[config.mk]
export PLATFORM = sky130hd
export DESIGN_NAME = mem_port_arbiter
export DESIGN_NICKNAME = d
export VERILOG_FILES = /design/src/rtl/mem_port_arbiter.sv
export SDC_FILE = /design/constraint.sdc
export NUM_CORES = 1
export LEC_CHECK = 0
export ABC_AREA = 1
export CAP_MARGIN = 20
export CELL_PAD_IN_SITES_DETAIL_PLACEMENT = 1
export CELL_PAD_IN_SITES_GLOBAL_PLACEMENT = 2
export CORE_MARGIN = 5
export CORE_UTILIZATION = 10
export CTS_BUF_LIST = sky130_fd_sc_hd__clkbuf_2 sky130_fd_sc_hd__clkbuf_4 sky130_fd_sc_hd__clkbuf_8
export DETAILED_ROUTE_END_ITERATION = 8
export PLACE_DENSITY = 0.95
export SYNTH_ARGS = -nofsm -noshare
export SYNTH_HDL_FRONTEND = slang
export SYNTH_SLANG_ARGS = --single-unit
export TNS_END_PERCENT = 1
[constraint.sdc]
create_clock -name clk -period 2.2 [get_ports clk]
set_input_delay 0.44 -clock clk [delete_from_list [all_inputs] [get_ports clk]]
set_output_delay 0.44 -clock clk [all_outputs]
set_load 0.02 [all_outputs]
[src/rtl/mem_port_arbiter.sv]
// Shares one single-port SRAM between instruction fetch and load/store.
// Data side has priority; a starvation counter guarantees fetch progress.
module mem_port_arbiter #(
  parameter int ADDR_W     = 32,
  parameter int DATA_W     = 32,
  parameter int LAT        = 1,
  parameter int STARVE_MAX = 4
) (
  input  logic              clk,
  input  logic              rst,
  input  logic              if_req,
  input  logic [ADDR_W-1:0] if_addr,
  output logic              if_gnt,
  output logic              if_rvalid,
  output logic [DATA_W-1:0] if_rdata,
  input  logic              dm_req,
  input  logic [ADDR_W-1:0] dm_addr,
  input  logic [3:0]        dm_w_en,
  input  logic [DATA_W-1:0] dm_wdata,
  output logic              dm_gnt,
  output logic              dm_rvalid,
  output logic [DATA_W-1:0] dm_rdata,
  output logic              mem_en,
  output logic [3:0]        mem_w_en,
  output logic [ADDR_W-1:0] mem_addr,
  output logic [DATA_W-1:0] mem_wdata,
  input  logic [DATA_W-1:0] mem_rdata,
  output logic              busy
);

  typedef enum logic {IDLE, WAIT} state_e;

  state_e     state_q, state_d;
  logic [2:0] lat_q, lat_d;
  logic [3:0] starve_q, starve_d;
  logic       owner_q, owner_d;

  logic win, starved, if_win, dm_win, rd_gnt, ret;

  always_ff @(posedge clk or negedge rst) begin
    if (!rst) begin
      state_q  <= IDLE;
      lat_q    <= '0;
      starve_q <= '0;
      owner_q  <= 1'b0;
    end else begin
      state_q  <= state_d;
      lat_q    <= lat_d;
      starve_q <= starve_d;
      owner_q  <= owner_d;
    end
  end

  // the return cycle of a read also opens the window, so reads chain
  always_comb begin
    win     = rst && (state_q == IDLE || lat_q == 3'd1);
    starved = starve_q == 4'(STARVE_MAX);
    if_win  = win && if_req && (!dm_req || starved);
    dm_win  = win && dm_req && !if_win;
    rd_gnt  = if_win || (dm_win && dm_w_en == 4'h0);
    ret     = state_q == WAIT && lat_q == 3'd1;
  end

  always_comb begin
    state_d  = state_q;
    lat_d    = lat_q;
    owner_d  = owner_q;
    starve_d = starve_q;
    if (state_q == WAIT) begin
      lat_d = lat_q - 3'd1;
      if (lat_q == 3'd1) state_d = IDLE;
    end
    if (rd_gnt) begin
      state_d = WAIT;
      lat_d   = 3'(LAT);
      owner_d = dm_win;
    end
    if (!if_req || if_win) starve_d = '0;
    else if (!starved)     starve_d = starve_q + 4'd1;
  end

  always_comb begin
    if_gnt    = if_win;
    dm_gnt    = dm_win;
    mem_en    = if_win || dm_win;
    mem_addr  = '0;
    mem_w_en  = '0;
    mem_wdata = '0;
    if (if_win) begin
      mem_addr = if_addr;
    end else if (dm_win) begin
      mem_addr  = dm_addr;
      mem_w_en  = dm_w_en;
      mem_wdata = dm_wdata;
    end
    busy      = state_q == WAIT;
    if_rvalid = ret && !owner_q;
    dm_rvalid = ret && owner_q;
    if_rdata  = if_rvalid ? mem_rdata : '0;
    dm_rdata  = dm_rvalid ? mem_rdata : '0;
  end

endmodule

### Yosys cells after proc, flatten, opt, wreduce, memory -nomap -nowiden

Index checks and enable logic that the tools add are counted.

| word-level totals | value |
|---|---|
| register bits after elaboration | 9 |
| latch bits | 0 |
| RAM bits | 0 |
| memory bits (read-only) | 0 |
| output and inout bits | 138 |
| word-level logic and storage cells | 45 |
| memories | 0 |

| operators by class | value |
|---|---|
| add/subtract/negate cells | 2 |
| multiply operators | 0 |
| divide/modulo/power cells | 0 |
| $lt $le $gt $ge | 0 |
| equality and inequality tests | 3 |
| shifts and indexed selects | 0 |
| mux-type cells | 15 |
| bitwise logic cells | 1 |
| reductions and logical operators | 20 |

Operators by type and width:

| operator | number |
|---|---|
| 32-bit two-way mux | 6 |
| 4-bit two-way mux | 4 |
| 1-bit logical AND | 9 |
| 3-bit two-way mux | 2 |
| 1-bit logical OR | 5 |
| 4-bit by 1-bit adder with 4-bit output, second input constant | 1 |
| 4-bit by 3-bit == test with 1-bit output, second input constant | 1 |
| 1-bit logical NOT | 4 |
| 4-bit logical NOT | 1 |
| 3-bit by 1-bit == test with 1-bit output, second input constant | 1 |
| 1-bit two-way mux | 3 |
| 3-bit by 1-bit subtractor with 3-bit output, second input constant | 1 |
| 2-bit by 1-bit != test with 1-bit output, second input constant | 1 |
| 2-bit nonzero test | 1 |
| 1-bit inverter | 1 |

### Logic depth before layout (Yosys ltp)

| depth | value |
|---|---|
| depth in word-level cells | 10 |
| gate-level depth with buffers | 11 |

### Worst setup path before layout

OpenSTA, ideal clock, no wires.

| timing | value |
|---|---|
| path kind | register to output |
| start | reg lat_q[1] |
| end | out dm_rdata[10] |
| arrival time | 1.623 ns |
| data required time | 1.760 ns |
| setup slack | 0.137 ns |
| stages on the path, launching flop included | 8 |
| cell sequence | dfrtp_1 > inv_1 > ha_1 > nand3_1 > nor2_1 > inv_1 > buf_2 > nor2_1 |

| on the way | value |
|---|---|
| longest elaborated chain between the ends | 4 |

Ends and longest elaborated chain:

| what | line | source |
|---|---|---|
| start, declared | 34 | `logic [2:0] lat_q, lat_d;` |
| start signal, assigned | 48 | `lat_q <= lat_d;` |
| 3-bit by 1-bit == test with 1-bit output | 61 | `ret = state_q == WAIT && lat_q == 3'd1;` |
| 1-bit logical AND | 61 |  |
| 1-bit logical AND | 98 | `dm_rvalid = ret && owner_q;` |
| named net dm_rvalid | 21 | `output logic dm_rvalid,` |
| 32-bit two-way mux | 100 | `dm_rdata = dm_rvalid ? mem_rdata : '0;` |
| end, declared | 22 | `output logic [DATA_W-1:0] dm_rdata,` |

The timed path passes the listed nets, and every way through them passes these cells.

### Worst setup path after layout

| timing | value |
|---|---|
| start | reg starve_q[0] |
| end | out mem_addr[8] |

| on the way | value |
|---|---|
| longest elaborated chain between the ends | 7 |

Ends and longest elaborated chain:

| what | line | source |
|---|---|---|
| start, declared | 35 | `logic [3:0] starve_q, starve_d;` |
| start signal, assigned | 49 | `starve_q <= starve_d;` |
| 4-bit by 3-bit == test with 1-bit output * | 57 | `starved = starve_q == 4'(STARVE_MAX);` |
| 1-bit logical OR * | 58 | `if_win = win && if_req && (!dm_req \|\| starved);` |
| 1-bit logical AND * | 58 |  |
| 1-bit logical NOT | 59 | `dm_win = win && dm_req && !if_win;` |
| 1-bit logical AND | 59 |  |
| 32-bit two-way mux | 91 | `end else if (dm_win) begin` |
| 32-bit two-way mux * | 89 | `if (if_win) begin` |
| end, declared | 25 | `output logic [ADDR_W-1:0] mem_addr,` |

Mark *: on every way between the ends. The rest lies on a longest branch, timed or not.

==> impl_metrics.json <==
{
  "yosys-top-cells-area": "nor2_1 24%, nand2_1 23%, inv_1 18%",
  "final_cells": 865,
  "max_stage_delay_ns": 0.38,
  "die_w_um": 140,
  "grt-ovfl-total": 0,
  "cts_buffers": 3,
  "worst_clock_skew_ns": 0.00183,
  "grtUsageTotal": 0.103,
  "diodes": 0,
  "power_switching_uw": 1130,
  "switching_share": 0.467,
  "startpoint_type": "register",
  "cp.required_ns": 1.76,
  "drtIter0Drc": 50,
  "dp_cells": 855,
  "max_slew_margin": 0.807,
  "fin_crit_sh": 1.01,
  "antenna_found_initial": 0,
  "status": "complete, but fails checks",
  "ys_types": 21,
  "maxCapViolCount": 0,
  "io_pins": 274,
  "intPower_uw": 1290,
  "hold_violations": 0,
  "fin_crit_ns": 2.22,
  "min_path_type": "primary input to async pin",
  "cp_slowest_cell": "dfrtp_1",
  "final_max_slew_viol_count": 0,
  "worstSkewPairLatency_ns": 0.23,
  "dp_hpwl_mm": 9.99,
  "avgSynthCellArea_um2": 4.82,
  "routed_wl_mm": 12.1,
  "rows": 47,
  "clockRootBuffer": "clkbuf_8",
  "final_cell_area_um2": 4850,
  "die-area_um2": 19600,
  "ys_seq_area_frac": 0.133,
  "max-vdd-ir-drop_v": 0.000227,
  "cp.arrival_ns": 1.78,
  "rsz0062_at_grt": "yes",
  "seq_power_share": 0.110,
  "p_leak_uw": 0.00268,
  "violations": "setup timing",
  "port_buffers": 273,
  "area_delta_synth_final_pct": 187,
  "die_h_um": 140,
  "first_pass_iters": 4,
  "synth.ff_latch_count": 9,
  "cts_max_path_buffers": 2,
  "grt_first_pass_wirelength_mm": 16.6,
  "grt_start_max_net_pins": 37,
  "p_clk_frac": 0.086,
  "drive_gt1_frac": 0.329,
  "avgRoutedWirePerCell_um": 14.0,
  "worstPathMaxFanout": 8,
  "placed_area_um2": 4840,
  "cp_cell_sequence": "inv_2 > ha_4 > nand3_4 > nand2_4 > nand2_4 > nor2_4 > buf_12 > buf_8 > nand2_1 > nand2_1 > buf_4",
  "vias": 3136,
  "pwr-share-comb": 0.804,
  "synthCells": 351,
  "htreeDepth": 1,
  "synth_fp_nets": 491,
  "clk_pin_slew_ns": 0.05,
  "setup_violations": 3,
  "grt_pass1_vias": 3237,
  "syn_area_um2": 1690,
  "fin_ws_ns": -0.0190,
  "cts_tree": "done",
  "postCtsHoldBufs": 0,
  "ys_warn_count": 0,
  "nFillCells": 2095,
  "yosys.area.top_type": "nor2_1",
  "nets": 786,
  "finalWeightedCongestion": 0.827,
  "fmax_mhz": 451,
  "ant_nets": 0,
  "cp-end-kind": "primary output",
  "cts.sinks": 9,
  "worst_pin_slew_ns": 0.287,
  "drc": 0,
  "synth_top_cell_area_share": 0.240,
  "power_density_nw_per_um2": 499,
  "crit_type": "register to primary output",
  "initial_core_util": 0.102,
  "routed_via_density": 3.63,
  "fp.coreArea_um2": 16600
}
[synthesized netlist by cell type]
library cell and instances:
inv_2 2, xnor2_1 1, dfrtp_1 9, buf_2 9
mux2i_1 1, inv_4 1, nand3_1 6, buf_6 6
nand3b_1 1, inv_1 83, nand2_1 103, nand2_4 2
xor2_1 2, nor2_1 108, nand3_4 1, nand2_2 3
ha_1 4, a21oi_1 2, nand4_1 2, nor2_4 1
o21ai_0 4
[state kept, by name, summed over array words and instances, names as in the netlist]
register / count
busy: 1
starve_q: 4
lat_q: 3
owner_q: 1
[routing by layer]
| layer | vias up | GRT usage | part of all wire |
|---|---|---|---|
| met1 | 1361 | 0.109 | 0.38 |
| li1 | 1565 | - | - |
| met5 | - | 0 | 0 |
| met2 | 201 | 0.194 | 0.49 |
| met4 | 0 | 0.0194 | 0.010 |
| met3 | 9 | 0.0416 | 0.12 |
[final timing paths]
path                            depth (start not counted)                    start  slack (ns)                      end
worst max register to register                         10  starve_q[0]$_DFFE_PN0P_        0.61      owner_q$_DFFE_PN0P_
min in group clk                                        3  starve_q[3]$_DFFE_PN0P_        0.58  starve_q[3]$_DFFE_PN0P_
max in group asynchronous                               2                      rst        1.79           busy$_DFF_PN0_
worst min-delay path                                    2                      rst        0.27     lat_q[0]$_DFFE_PN0P_
worst min register to register                          3  starve_q[3]$_DFFE_PN0P_        0.58  starve_q[3]$_DFFE_PN0P_
worst max-delay path                                   11  starve_q[0]$_DFFE_PN0P_       -0.02              mem_addr[8]
[stage by stage]
stage / hold slack, ns / power (uW) / setup TNS [ns] / utilization / setup slack, ns
5_1_grt: 0.276 / 2620 / -5.34 / 0.293 / -0.150
4_1_cts: 0.586 / 2210 / -2.37 / 0.273 / -0.238
3_5_place_dp: 0.583 / 2150 / -43.02 / 0.292 / -0.506
3_3_place_gp: 0.547 / 2120 / -38.97 / 0.292 / -0.498
2_1_floorplan: 0.144 / 1100 / 0 / - / 0.137
6_report: 0.270 / 2420 / -0.0238 / 0.293 / -0.0190
[cell type report]
cell class              count  area [um^2]  share of cell area
repair buffers            305         2840               0.585
multi-input cells         241         1140               0.234
inverters                  86          330              0.0681
well taps                 220          275              0.0567
flip-flops and latches      9          225              0.0464
clock buffers               4         48.8              0.0101
[power by group through the flow]
stage	Sequential, uW	Clock, uW	Combinational, uW
finish	267	208	1950
global placement	251	0	1870
detailed placement	253	0	1900
CTS	251	219	1740
global route	274	228	2110
floorplan	270	0	828
[placed cells by master, fill, tap and decap left out, types with 3 or more instances in the layout]
| master | instances |
|---|---|
| clkdlybuf4s50_1 | 134 |
| nand2_1 | 98 |
| nor2_1 | 91 |
| buf_4 | 87 |
| inv_1 | 79 |
| buf_6 | 28 |
| buf_2 | 28 |
| nor2_2 | 16 |
| clkdlybuf4s15_2 | 14 |
| dfrtp_1 | 9 |
| nand2_2 | 7 |
| inv_2 | 6 |
| buf_12 | 6 |
| nand3_1 | 4 |
| o21ai_0 | 4 |
| nand2_4 | 3 |
| clkbuf_8 | 3 |
[logic make-up after synthesis]
| family | synth area share |
|---|---|
| AND/OR/NAND/NOR | 0.539 |
| buffers and inverters | 0.259 |
| flip-flops | 0.133 |
| AO/OA/AOI/OAI | 0.0178 |
| adder cells (fa/ha/maj) | 0.0296 |
| XOR/XNOR | 0.0155 |
| multiplexers | 0.00592 |
[critical path, delay by kind of cell (launching register included)]
kind                     cells  cell delay [ns]
buffers and inverters        4             0.48
AND/OR/NAND/NOR              6             0.54
adder cells (fa/ha/maj)      1             0.14
flip-flops                   1             0.38
[what timing repair did]
item                                    in CTS  in global routing
pin swaps                                    0                  9
setup buffers                                0                  2
endpoints found under the setup margin     136                135
resized for setup                          531                144
gates cloned                                 0                  4
No activity file was read; power rests on OpenSTA's default activity.
